===== src/rtl/signed_seq_divider.sv =====
// Signed sequential restoring divider: one quotient bit per cycle, sign fix-up, registered results.
// Optional macro DIV_ZERO_FAST_EN: short-circuit divide-by-zero and raise div_zero.
module signed_seq_divider #(
  parameter int WIDTH = 32
) (
  input  logic             clk,
  input  logic             rst_n,
  input  logic             start,
  input  logic [WIDTH-1:0] dividend,
  input  logic [WIDTH-1:0] divisor,
  output logic             busy,
  output logic             done,
  output logic [WIDTH-1:0] quotient,
  output logic [WIDTH-1:0] remainder,
  output logic             div_zero
);

  localparam int CW = (WIDTH > 1) ? $clog2(WIDTH) : 1;

  typedef enum logic [1:0] {IDLE, ITER, FIX, DONE} state_t;

  state_t           state_q, state_d;
  logic [CW-1:0]    cnt_q;
  logic [WIDTH:0]   rem_q;
  logic [WIDTH-1:0] quo_q, dvsr_q;
  logic             q_neg_q, r_neg_q;
  logic [WIDTH-1:0] quotient_q, remainder_q;

  logic             accept, dvsr_zero, fast_zero;
  logic [WIDTH-1:0] dvnd_mag, dvsr_mag;
  logic [WIDTH:0]   shifted, diff;
  logic             fits;

  assign accept    = start && (state_q == IDLE || state_q == DONE);
  assign dvsr_zero = (divisor == '0);
  // Magnitudes wrap modulo 2^WIDTH, so MIN_INT keeps its bit pattern and divides as unsigned.
  assign dvnd_mag  = dividend[WIDTH-1] ? -dividend : dividend;
  assign dvsr_mag  = divisor[WIDTH-1]  ? -divisor  : divisor;

  assign shifted = {rem_q[WIDTH-1:0], quo_q[WIDTH-1]};
  assign fits    = (shifted >= {1'b0, dvsr_q});
  assign diff    = shifted - {1'b0, dvsr_q};

`ifdef DIV_ZERO_FAST_EN
  logic dz_q;
  assign fast_zero = dvsr_zero;
  assign div_zero  = dz_q && (state_q == DONE);

  always_ff @(posedge clk or negedge rst_n) begin
    if (!rst_n)      dz_q <= 1'b0;
    else if (accept) dz_q <= dvsr_zero;
  end
`else
  assign fast_zero = 1'b0;
  assign div_zero  = 1'b0;
`endif

  assign busy      = (state_q == ITER) || (state_q == FIX);
  assign done      = (state_q == DONE);
  assign quotient  = quotient_q;
  assign remainder = remainder_q;

  always_ff @(posedge clk or negedge rst_n) begin
    if (!rst_n) state_q <= IDLE;
    else        state_q <= state_d;
  end

  // NOTE: every signal assigned in always_comb gets a default first so no latch is inferred.
  always_comb begin
    state_d = state_q;
    unique case (state_q)
      IDLE, DONE: begin
        if (start)                 state_d = fast_zero ? FIX : ITER;
        else if (state_q == DONE)  state_d = IDLE;
      end
      ITER:    if (cnt_q == CW'(WIDTH - 1)) state_d = FIX;
      FIX:     state_d = DONE;
      default: state_d = IDLE;
    endcase
  end

  // NOTE: sequential state uses non-blocking assignments so all registers update from pre-edge values.
  always_ff @(posedge clk or negedge rst_n) begin
    if (!rst_n) begin
      cnt_q       <= '0;
      rem_q       <= '0;
      quo_q       <= '0;
      dvsr_q      <= '0;
      q_neg_q     <= 1'b0;
      r_neg_q     <= 1'b0;
      quotient_q  <= '0;
      remainder_q <= '0;
    end else if (accept) begin
      cnt_q  <= '0;
      dvsr_q <= dvsr_mag;
      if (fast_zero) begin
        // Preload FIX with the divide-by-zero answer; no sign fix-up applies.
        rem_q   <= {1'b0, dividend};
        quo_q   <= '1;
        q_neg_q <= 1'b0;
        r_neg_q <= 1'b0;
      end else begin
        rem_q   <= '0;
        quo_q   <= dvnd_mag;
        // A zero divisor yields an all-ones quotient; keep it unnegated.
        q_neg_q <= (dividend[WIDTH-1] ^ divisor[WIDTH-1]) && !dvsr_zero;
        r_neg_q <= dividend[WIDTH-1];
      end
    end else if (state_q == ITER) begin
      cnt_q <= cnt_q + CW'(1);
      quo_q <= {quo_q[WIDTH-2:0], fits};
      rem_q <= fits ? diff : shifted;
    end else if (state_q == FIX) begin
      quotient_q  <= q_neg_q ? -quo_q : quo_q;
      remainder_q <= r_neg_q ? -rem_q[WIDTH-1:0] : rem_q[WIDTH-1:0];
    end
  end

endmodule


===== config.mk =====
export PLATFORM = sky130hd
export DESIGN_NAME = signed_seq_divider
export DESIGN_NICKNAME = d
export VERILOG_FILES = /design/src/rtl/signed_seq_divider.sv
export SDC_FILE = /design/constraint.sdc
export NUM_CORES = 1
export LEC_CHECK = 0
export CORE_MARGIN = 2
export CORE_UTILIZATION = 55
export DETAILED_ROUTE_END_ITERATION = 6
export GPL_TIMING_DRIVEN = 0
export PLACE_DENSITY = 0.82
export SLEW_MARGIN = 25
export SYNTH_ARGS = -nofsm -noshare
export SYNTH_HDL_FRONTEND = slang
export SYNTH_SLANG_ARGS = --single-unit

===== constraint.sdc =====
create_clock -name clk -period 8.8 [get_ports clk]
set_clock_uncertainty 0.1 [all_clocks]
set_input_delay 1.76 -clock clk [delete_from_list [all_inputs] [get_ports clk]]
set_output_delay 1.76 -clock clk [all_outputs]
set_load 0.05 [all_outputs]

==> results.yml <==
cells_and_area:
  n_fill_cell: 1751
  area_delta_synth_final_pct: 19.72
  utilization: 0.6727
  final_common_cell: "nand2_1"
  finalNetCount: 1610
  layout_common_cells: "nand2_1, o21ai_0, dfrtp_1"
  layout-drive-gt1-share: 0.03633
  diodes: 0
clock_tree:
  cts_buffer_depth: 2
  hold_buffers: 0
  cts_buffers: 17
  cts_tree: "built"
  clkLatencyLatePin_ns: 0.44
  cts.sinks: 169
  h-tree-depth: 4
  cts_root_buffer: "clkbuf_16"
  clk_pin_slew_ns: 0.07
  cts_setup_buffers: 0
  ctsResizeCount: 0
worst_setup_path:
  critPathRequiredTime_ns: 9.02
  crit_type: "input pin to register"
  cpMostUsedCell: "or3_1"
  cp-start-kind: "input pin"
  critPathSlowestCell: "clkdlybuf4s50_1"
  crit_arrival_ns: 4.76
  reg2reg_slack_ns: 4.78
  reg2reg_to: "rem_q[25]"
  cpPeakStageDelay_ns: 0.50
  regToRegStartpoint: "rem_q[25]"
  rr_worst_depth: 12
  cp-end-kind: "register"
  path_cells: "clkdlybuf4s50_1 -> nor4_4 -> nand3_1 -> or3_1 -> or3_1 -> or4_4 -> o311ai_2 -> o21ai_1 -> mux2_4"
  critPathMaxFanout: 5
timing:
  worst_pin_slew_ns: 0.7982
  finalCriticalPeriod_ns: 4.541
  rsz0062_at_grt: "false"
  slew_viol_final: 0
  max_slew_margin: 0.4679
  fmax_ghz: 0.2202
  period_share: 0.5161
  fin_ws_ns: 4.259
  finalSetupViolCount: 0
  hold_viol: 0
die:
  die_area_um2: 21910
  core_um2: 20300
  pin_count: 134
  rows: 52
  die_h_um: 148.0
  die_width_um: 148.0
  initial_utilization: 0.5619
detailed_routing:
  wirelength_um: 32100
  drcViolationCount: 0
  vias_per_cell: 5.999
  num_vias: 10700
  firstDrtPassIters: 5
  drt_iter0_markers: 806
  ant_nets: 0
  wl_per_cell_um: 17.99
pwr:
  p_per_area_nw_per_um2: 457.2
  swShare: 0.5224
  leakagePower_uw: 0.005824
  comb_power_share: 0.632
  p_clk_frac: 0.119
  sequentialPowerShare: 0.249
  ir_drop_uv: 209.1
  switchingPower_uw: 3261
  intPower_uw: 2981
worst_hold_path:
  whs_path_depth: 2
  hold_path.startpoint: "dvsr_q[12]"
  hold_end: "dvsr_q[12]"
  hp-class: "register to register"
logic_synthesis:
  synth_compound_gate_area_share: 0.2214
  synthFlopType: "dfrtp_1"
  async_reset_ff_frac: 1.000
  synth_warnings: 0
  synthXorXnorAreaFrac: 0.1090
  seq_area_frac_synth: 0.3708
  synth_edf_count: 0
  syn_area_um2: 11410
  synth_top_family_by_area: "compound AO/OA/AOI/OAI gates"
  syn_avg_cell_area_um2: 8.443
  synthAdderAreaFrac: 0.04673
  synth-simple-area-share: 0.1698
  netlist_instances: 1351
  synthMuxAreaShare: 0.03565
  ys_seq_elements: 169
  syn-num-nets: 1460
  ys_types: 68
global_routing:
  met1_usage: 0.4202
  met2_usage: 0.4759
  grt_use_total: 0.2976
  first_global_vias: 10310
  grt_pass1_wl_um: 52320
  top_usage_layer: "met2"
  grt_antenna_before_repair: 0
  grt_use_met3: 0.04660
  grt_max_degree: 89
  overflow: 0
place:
  hpwl_um: 25110
  gp_congestion: 0.9737
  numPortBuffers: 130
  place_ws_ns: 3.831
status:
  status: "completed"
run:
  drv_cap: 0
kinds of logic (layout without fill, tap and decap cells):
group	after synthesis	in the layout
AND/OR/NAND/NOR	402	402
XOR/XNOR	142	142
buffers and inverters	139	302
AO/OA/AOI/OAI	416	416
other	1	1
flip-flops	169	169
adder cells (fa/ha/maj)	42	42
multiplexers	40	40
synthesized netlist by cell type (all sizes together), types with 8 or more instances:
library cell,instances,area [µm²]
nand2,196,735.7
o21ai,192,960.9
dfrtp,169,4229
xor2,91,797.0
a21oi,84,420.4
clkbuf,71,266.5
inv,60,225.2
nor2,59,221.5
xnor2,51,446.7
ha,41,513.0
mux2i,38,380.4
o31ai,31,237.7
a211oi,24,180.2
o41ai,20,197.7
or4,17,142.6
and3,16,100.1
nand3,16,80.08
nor3,16,80.08
or3,16,100.1
nor4,15,136.4
nor2b,13,81.33
a21o,12,90.09
nand4,12,75.07
buf,8,36.29
nand2b,8,50.05
flip-flops by register name, summed over array words and instances (netlist names):
register and flops:
quo_q 32, remainder 32, q_neg_q 1, r_neg_q 1
rem_q 32, quotient 32, dvsr_q 32, cnt_q 5
state_q 2
power groups by stage:
| stage | clock network [µW] | registers (µW) | logic, µW |
|---|---|---|---|
| after floorplan | 0 | 1890 | 2380 |
| after global placement | 0 | 1530 | 3800 |
| after detailed placement | 0 | 1550 | 3880 |
| after CTS | 745 | 1540 | 3910 |
| after global routing | 786 | 1590 | 4340 |
| final | 744 | 1550 | 3940 |
layer usage:
metal	vias to the layer above	wire (µm)
li1	5114	-
met4	0	711
met2	430	14660
met1	5099	14290
met3	60	2435
met5	-	0
critical path: cells and delay by family:
family	cells	cell delay (ns)
simple gates	5	1.81
buf+inv	1	0.50
compound gates	2	0.41
mux	1	0.29
worst max path at each step:
stage | from | end | slack [ns] | depth (start not counted)
2_1_floorplan | divisor[16] | q_neg_q | 4.62 | 7
3_3_place_gp | rst_n | quotient[14] | -0.83 | 1
3_5_place_dp | divisor[6] | q_neg_q | 3.83 | 9
4_1_cts | divisor[6] | q_neg_q | 4.27 | 9
5_1_grt | divisor[8] | q_neg_q | 4.07 | 9
6_report | divisor[6] | q_neg_q | 4.26 | 9
per-stage QoR:
stage / setup TNS [ns] / hold WS (ns) / cells / cell area (µm²) / power (µW)
2_1_floorplan: 0 / 0.3498 / 1351 / 11410 / 4270
3_3_place_gp: -137.46 / 0.3617 / 1751 / 13050 / 5330
3_5_place_dp: 0 / 0.3699 / 1752 / 13080 / 5426
4_1_cts: 0 / 0.3846 / 1784 / 13660 / 6185
5_1_grt: 0 / 0.3961 / 1784 / 13660 / 6718
6_report: 0 / 0.3781 / 1784 / 13660 / 6243
cell type report:
class,count,area (µm²),share of cell area
inverters,60,225.2,0.01649
plain buffers,79,302.8,0.02217
multi-input cells,1043,6649,0.4869
repair buffers,131,1334,0.09767
flip-flops and latches,169,4229,0.3097
well taps,270,337.8,0.02474
clock inverters,12,131.4,0.009621
clock buffers,20,446.7,0.03271
Power figures use the tool's default switching activity.
